<file path="src/rtl/if_stage_pkg.sv">
// Shared definitions for the instruction fetch stage:
// default sizing, the NOP encoding and the fetch-queue entry.
package if_stage_pkg;

  localparam int IfFqDepth = 2;
  localparam int IfMaxOutstanding = 2;

  localparam logic [31:0] NopInstr = 32'h0000_0013;

  typedef struct packed {
    logic [31:0] pc;
    logic [31:0] instr;
    logic        err;
    logic        misaligned;
  } if_entry_t;

endpackage

</file>
<file path="src/rtl/if_stage_sync_fifo.sv">
// Generic synchronous FIFO with push/pop/flush and occupancy count.
// Ports: clk, rst (sync, active-high), push/din, pop/dout, flush, count.
// A flush may coincide with a push; the pushed word becomes the only entry.
module if_stage_sync_fifo #(
  parameter int Width = 32,
  parameter int Depth = 2,
  localparam int AW = (Depth > 1) ? $clog2(Depth) : 1,
  localparam int CW = $clog2(Depth + 1)
) (
  input  logic             clk,
  input  logic             rst,
  input  logic             push,
  input  logic [Width-1:0] din,
  input  logic             pop,
  input  logic             flush,
  output logic [Width-1:0] dout,
  output logic [CW-1:0]    count
);

  logic [Width-1:0] mem [Depth];
  logic [AW-1:0] rptr;
  logic [AW-1:0] wptr;
  logic          full;
  logic          do_push;
  logic          do_pop;

  function automatic logic [AW-1:0] bump(
    input logic [AW-1:0] p
  );
    return (p == AW'(Depth - 1)) ? '0 : p + 1'b1;
  endfunction

  assign full = (count == CW'(Depth));
  assign do_pop = pop && (count != '0) && !flush;
  // Push into a full FIFO is fine when a pop frees a slot this cycle.
  assign do_push = push && (flush || !full || do_pop);

  always_ff @(posedge clk) begin
    if (rst) begin
      rptr  <= '0;
      wptr  <= '0;
      count <= '0;
    end else if (flush) begin
      rptr  <= '0;
      wptr  <= do_push ? bump('0) : '0;
      count <= do_push ? CW'(1) : '0;
    end else begin
      if (do_push) wptr <= bump(wptr);
      if (do_pop) rptr <= bump(rptr);
      count <= count + CW'(do_push) - CW'(do_pop);
    end
  end

  always_ff @(posedge clk) begin
    if (do_push) mem[flush ? '0 : wptr] <= din;
  end

  assign dout = mem[rptr];

endmodule

</file>
<file path="src/rtl/if_stage.sv">
// Instruction fetch stage: owns fetch PC, issues in-order imem word
// requests under a credit rule, queues responses and hands {pc, instr}
// to decode over valid/ready. Redirects flush the queue and discard
// in-flight responses.
// Ports: clk, rst (sync, active-high); imem_req_* / imem_rsp_* memory
// port; redirect_valid/redirect_pc; instr_valid/instr_ready, instr, pc,
// fetch_err, instr_misaligned toward decode.
// Option: define IF_MISALIGN_CHK_EN to halt on misaligned redirect
// targets and present a single flagged NOP entry.
module if_stage
  import if_stage_pkg::*;
#(
  parameter logic [31:0] ResetPc = 32'h0000_0000,
  parameter int FqDepth = IfFqDepth,
  parameter int MaxOutstanding = IfMaxOutstanding
) (
  input  logic        clk,
  input  logic        rst,
  output logic        imem_req_valid,
  input  logic        imem_req_ready,
  output logic [31:0] imem_req_addr,
  input  logic        imem_rsp_valid,
  input  logic [31:0] imem_rsp_data,
  input  logic        imem_rsp_err,
  input  logic        redirect_valid,
  input  logic [31:0] redirect_pc,
  output logic        instr_valid,
  input  logic        instr_ready,
  output logic [31:0] instr,
  output logic [31:0] pc,
  output logic        fetch_err,
  output logic        instr_misaligned
);

  localparam int OW = $clog2(MaxOutstanding + 1);
  localparam int QW = $clog2(FqDepth + 1);
  localparam int EW = $bits(if_entry_t);

  logic [31:0]   fetch_pc;
  logic [31:0]   redirect_tgt;
  logic [31:0]   rsp_pc;
  logic [OW-1:0] outstanding;
  logic [OW-1:0] discard;
  logic [QW-1:0] q_count;
  logic          halted;
  logic          redirect_mis;
  logic          req_fire;
  logic          rsp_keep;
  logic          q_push;
  logic          q_pop;
  logic          q_empty;
  if_entry_t     q_din;
  if_entry_t     q_head;

`ifdef IF_MISALIGN_CHK_EN
  assign redirect_mis = redirect_valid &&
                        (redirect_pc[1:0] != 2'b00);
  assign redirect_tgt = redirect_pc;

  always_ff @(posedge clk) begin
    if (rst) begin
      halted <= 1'b0;
    end else if (redirect_valid) begin
      halted <= redirect_mis;
    end
  end
`else
  assign redirect_mis = 1'b0;
  assign halted = 1'b0;
  assign redirect_tgt = redirect_pc & 32'hFFFF_FFFC;
`endif

  // Outstanding plus queued words never exceed the queue depth, so
  // every accepted request has a guaranteed slot for its response.
  assign imem_req_valid = !rst && !redirect_valid && !halted &&
    (int'(outstanding) < MaxOutstanding) &&
    ((int'(q_count) + int'(outstanding)) < FqDepth);
  assign imem_req_addr = fetch_pc;
  assign req_fire = imem_req_valid && imem_req_ready;

  always_ff @(posedge clk) begin
    if (rst) begin
      fetch_pc <= ResetPc;
    end else if (redirect_valid) begin
      fetch_pc <= redirect_tgt;
    end else if (req_fire) begin
      fetch_pc <= fetch_pc + 32'd4;
    end
  end

  // Everything still in flight at a redirect belongs to the old path;
  // a response landing in the redirect cycle is dropped directly.
  always_ff @(posedge clk) begin
    if (rst) begin
      discard <= '0;
    end else if (redirect_valid) begin
      discard <= outstanding - OW'(imem_rsp_valid);
    end else if (imem_rsp_valid && (discard != '0)) begin
      discard <= discard - OW'(1);
    end
  end

  // The in-flight PC FIFO occupancy is the outstanding count.
  if_stage_sync_fifo #(
    .Width(32),
    .Depth(MaxOutstanding)
  ) u_pc_fifo (
    .clk  (clk),
    .rst  (rst),
    .push (req_fire),
    .din  (fetch_pc),
    .pop  (imem_rsp_valid),
    .flush(1'b0),
    .dout (rsp_pc),
    .count(outstanding)
  );

  assign rsp_keep = imem_rsp_valid && (discard == '0) &&
                    !redirect_valid;
  assign q_push = rsp_keep || redirect_mis;

  always_comb begin
    q_din = '0;
    if (redirect_mis) begin
      q_din.pc = redirect_pc;
      q_din.instr = NopInstr;
      q_din.misaligned = 1'b1;
    end else begin
      q_din.pc = rsp_pc;
      q_din.instr = imem_rsp_err ? NopInstr : imem_rsp_data;
      q_din.err = imem_rsp_err;
    end
  end

  if_stage_sync_fifo #(
    .Width(EW),
    .Depth(FqDepth)
  ) u_fetch_q (
    .clk  (clk),
    .rst  (rst),
    .push (q_push),
    .din  (q_din),
    .pop  (q_pop),
    .flush(redirect_valid),
    .dout (q_head),
    .count(q_count)
  );

  assign q_empty = (q_count == '0);
  assign instr_valid = !rst && !q_empty && !redirect_valid;
  assign q_pop = instr_valid && instr_ready;

  assign instr = instr_valid ? q_head.instr : '0;
  assign pc = instr_valid ? q_head.pc : '0;
  assign fetch_err = instr_valid && q_head.err;
  assign instr_misaligned = instr_valid && q_head.misaligned;

endmodule
</file>
<file path="config.mk">
export PLATFORM = sky130hd
export DESIGN_NAME = if_stage
export DESIGN_NICKNAME = d
export VERILOG_FILES = /design/src/rtl/if_stage_pkg.sv /design/src/rtl/if_stage_sync_fifo.sv /design/src/rtl/if_stage.sv
export SDC_FILE = /design/constraint.sdc
export NUM_CORES = 1
export LEC_CHECK = 0
export CAP_MARGIN = 30
export CORE_MARGIN = 4
export CORE_UTILIZATION = 35
export CTS_CLUSTER_DIAMETER = 50
export DETAILED_ROUTE_END_ITERATION = 7
export PLACE_DENSITY_LB_ADDON = 0.3
export SLEW_MARGIN = 20
export SYNTH_ARGS = -nofsm -noshare
export SYNTH_HDL_FRONTEND = slang
export SYNTH_SLANG_ARGS = --single-unit
</file>
<file path="constraint.sdc">
create_clock -name clk -period 27.1 [get_ports clk]
set_input_delay 8.13 -clock clk [delete_from_list [all_inputs] [get_ports clk]]
set_output_delay 8.13 -clock clk [all_outputs]
set_load 0.01 [all_outputs]
</file>
==> results.cfg <==
[status]
outcome = completed

[yosys]
syn_inst = 697
synthTopCellsByArea = edfxtp_1 (59%), dfxtp_1 (8.8%), mux2i_1 (6.6%), mux2_2 (3.7%), nor2_1 (3.3%)
syn-mean-instance-area_um2 = 13.7
synth-seq-area-share = 0.675
ys_types = 59
synth-seq-cells = 228
async_flop_share = 0
ys_warn_count = 0
syn_area_mm2 = 0.00952
synth_top_area_frac = 0.587
yosys_most_used_dff = edfxtp_1
synth_edf_count = 186
yosysTopAreaCell = edfxtp_1

[final_layout]
insertedDiodeCount = 0
multiInputGateArea_mm2 = 0.00292
drive_gt1_frac = 0.116
nets = 945
syn2layout_area_growth_pct = 30.6
regArea_mm2 = 0.00643
instances_no_fill = 1228
n_fill_cell = 2429

[clock_network]
cts-root-buf = clkbuf_16
cts_tree = done
ctsResizeCount = 0
clk_pin_slew_worst_paths_ns = 0.06
cts_buffers = 27
postCtsHoldBufs = 0
post_cts_buffers = 0
cts_htree_levels = 1
clk_path_buf_depth = 3
clock-sinks = 228
insertion_delay_ns = 0.53

[worst_setup_path]
start_kind = input pin
cp_max_fo = 39
slowest_stage = clkdlybuf4s50_1
cp.required_ns = 18.97
crit_family = buffers and inverters
critPathBufInv = 4
worst-endpoint-arrival_ns = 10.67
crit_chain = clkdlybuf4s50_1, buf_4, nor2_1, o21ai_4, buf_4, nor2_1, clkdlybuf4s50_1
endpoint_kind = output port
rrSetupSlack_ns = 24.12
crit_type = input pin to output port
cpPeakStageDelay_ns = 0.59

[placement]
port_buffers = 163
dp_hpwl_um = 13800
finalWeightedCongestion = 0.771
dp_cells = 1177

[power]
power.leakage_uw = 0.00404
vdd_ir_drop_max_mv = 0.0391
p_per_area_mw_per_mm2 = 68.7
power_uw = 855

[sta]
finalHoldViolations = 0
rsz0062_at_grt = no
maxSlewHeadroom = 0.390
hold_slack_ns = 0.507
worstMarginPinSlew_ns = 0.915
finalCritPeriodShare = 0.694
setup_tns_ns = 0
fin_crit_ns = 18.80
maxSlewViolCount = 0
finalSetupViolCount = 0
fmax_mhz = 53.2
fin_skew_ns = 0.0294

[die]
die_w_um = 173
floorplan.rows = 60
start_util = 0.354
core-area_mm2 = 0.0269
die_h_um = 173
ios = 171
die_area_mm2 = 0.0299

[min_path]
hold_path.class = flop to flop

[routing]
drt_iter0_drc = 365
wl_per_cell_um = 17.8
wirelength_um = 21800
vias_per_cell = 4.94
routed-via-count = 6069
antenna_left = 0
drc_errors = 0
drtPass1Iterations = 4

[global_routing]
antenna_found_initial = 0
globalRouteTotalUtil = 0.140
grt_max_degree = 64
first_global_vias = 6024
grt-ovfl-total = 0
grt_pass1_wl_um = 34100

[job]
drv_cap = 0
worst paths after layout:
check	from	end	depth (start not counted)
worst max-delay path	rst	pc[2]	7
worst min-delay path	u_fetch_q.rptr	flop	2
worst max register to register	u_fetch_q.count[0]	imem_req_addr[16]	8
worst min register to register	u_fetch_q.rptr	flop	2
layout make-up:
| class | instances | area share |
|---|---|---|
| Clock buffer | 35 | 0.0584 |
| Sequential cell | 228 | 0.517 |
| Clock inverter | 15 | 0.0103 |
| Timing Repair Buffer | 175 | 0.142 |
| Multi-Input combinational cell | 422 | 0.235 |
| Tap cell | 341 | 0.0343 |
| Inverter | 12 | 0.00362 |
cells in the mapped netlist, types with 4 or more instances:
library cell and number:
mux2i_1 63, and2_1 9, a211oi_1 4, ha_1 7
xnor2_1 11, nor3_1 10, inv_1 11, dfxtp_1 42
a31oi_1 13, edfxtp_1 186, xor2_1 7, nor4_1 5
and3_1 8, nor2b_1 30, nor2_1 84, nand2_1 30
o211ai_1 7, nand3_1 11, nand4_1 7, o21ai_0 8
o22ai_1 6, or2_2 5, buf_4 5, or4_1 7
mux2_2 31, and4_1 4, a21oi_1 14, clkbuf_1 31
report_power, final:
group	internal [uW]	switching [uW]
sequential	409	13.0
clock	201	138
combinational	46.8	47.4
total	657	198
state kept, by name, indices dropped and copies added (netlist names), named ones only:
signal	cells
u_fetch_q.rptr	1
u_fetch_q.wptr	1
imem_req_addr	30
u_pc_fifo.rptr	1
u_pc_fifo.count	2
u_fetch_q.mem	126
u_fetch_q.count	2
u_pc_fifo.mem	60
u_pc_fifo.wptr	1
discard	2
stage by stage:
stage | cell area [um^2] | util | setup WS [ns]
5_1_grt | 12400 | 0.463 | 8.08
3_3_place_gp | 11500 | 0.429 | 8.18
6_report | 12400 | 0.463 | 8.30
3_5_place_dp | 11600 | 0.430 | 8.28
2_1_floorplan | 9540 | - | 9.93
4_1_cts | 12400 | 0.462 | 8.27
cell families after synthesis:
kind of cell	synth area share
fa+ha+maj	0.0113
xor+xnor	0.0166
flops	0.675
mux	0.104
simple gates	0.117
other cells	0.000394
buf+inv	0.0222
compound gates	0.0539
worst register-to-register path, cell delays in order (launching register included):
cell	delay (ns)
dfxtp_1	0.40
inv_1	0.08
nor2_1	0.13
fa_1	0.48
or4b_4	0.57
or4_1	0.65
nor3_2	0.16
mux2_1	0.33
a21oi_1	0.13
layout by cell type, fill, tap and decap left out, types with 10 or more instances in the layout:
cell and instances:
mux2i_1 63, mux2_2 31, nand2_1 30, dfxtp_1 41, clkbuf_16 27, nor3_1 10
buf_4 10, xnor2_1 11, a31oi_1 13, nor2_1 83, inv_1 11, nor2b_1 30
nand3_1 11, clkdlybuf4s50_1 163, edfxtp_1 186, a21oi_1 14
routing by layer:
| metal | routed length [um] | share of wire | GRT usage | up-vias |
|---|---|---|---|---|
| met5 | 0 | 0 | 0 | - |
| met4 | 332 | 0.015 | 0.0296 | 0 |
| met3 | 1320 | 0.061 | 0.0300 | 33 |
| met2 | 9820 | 0.45 | 0.224 | 193 |
| met1 | 10400 | 0.47 | 0.198 | 2917 |
| li1 | - | - | - | 2926 |
Power figures use the tool's default switching activity.
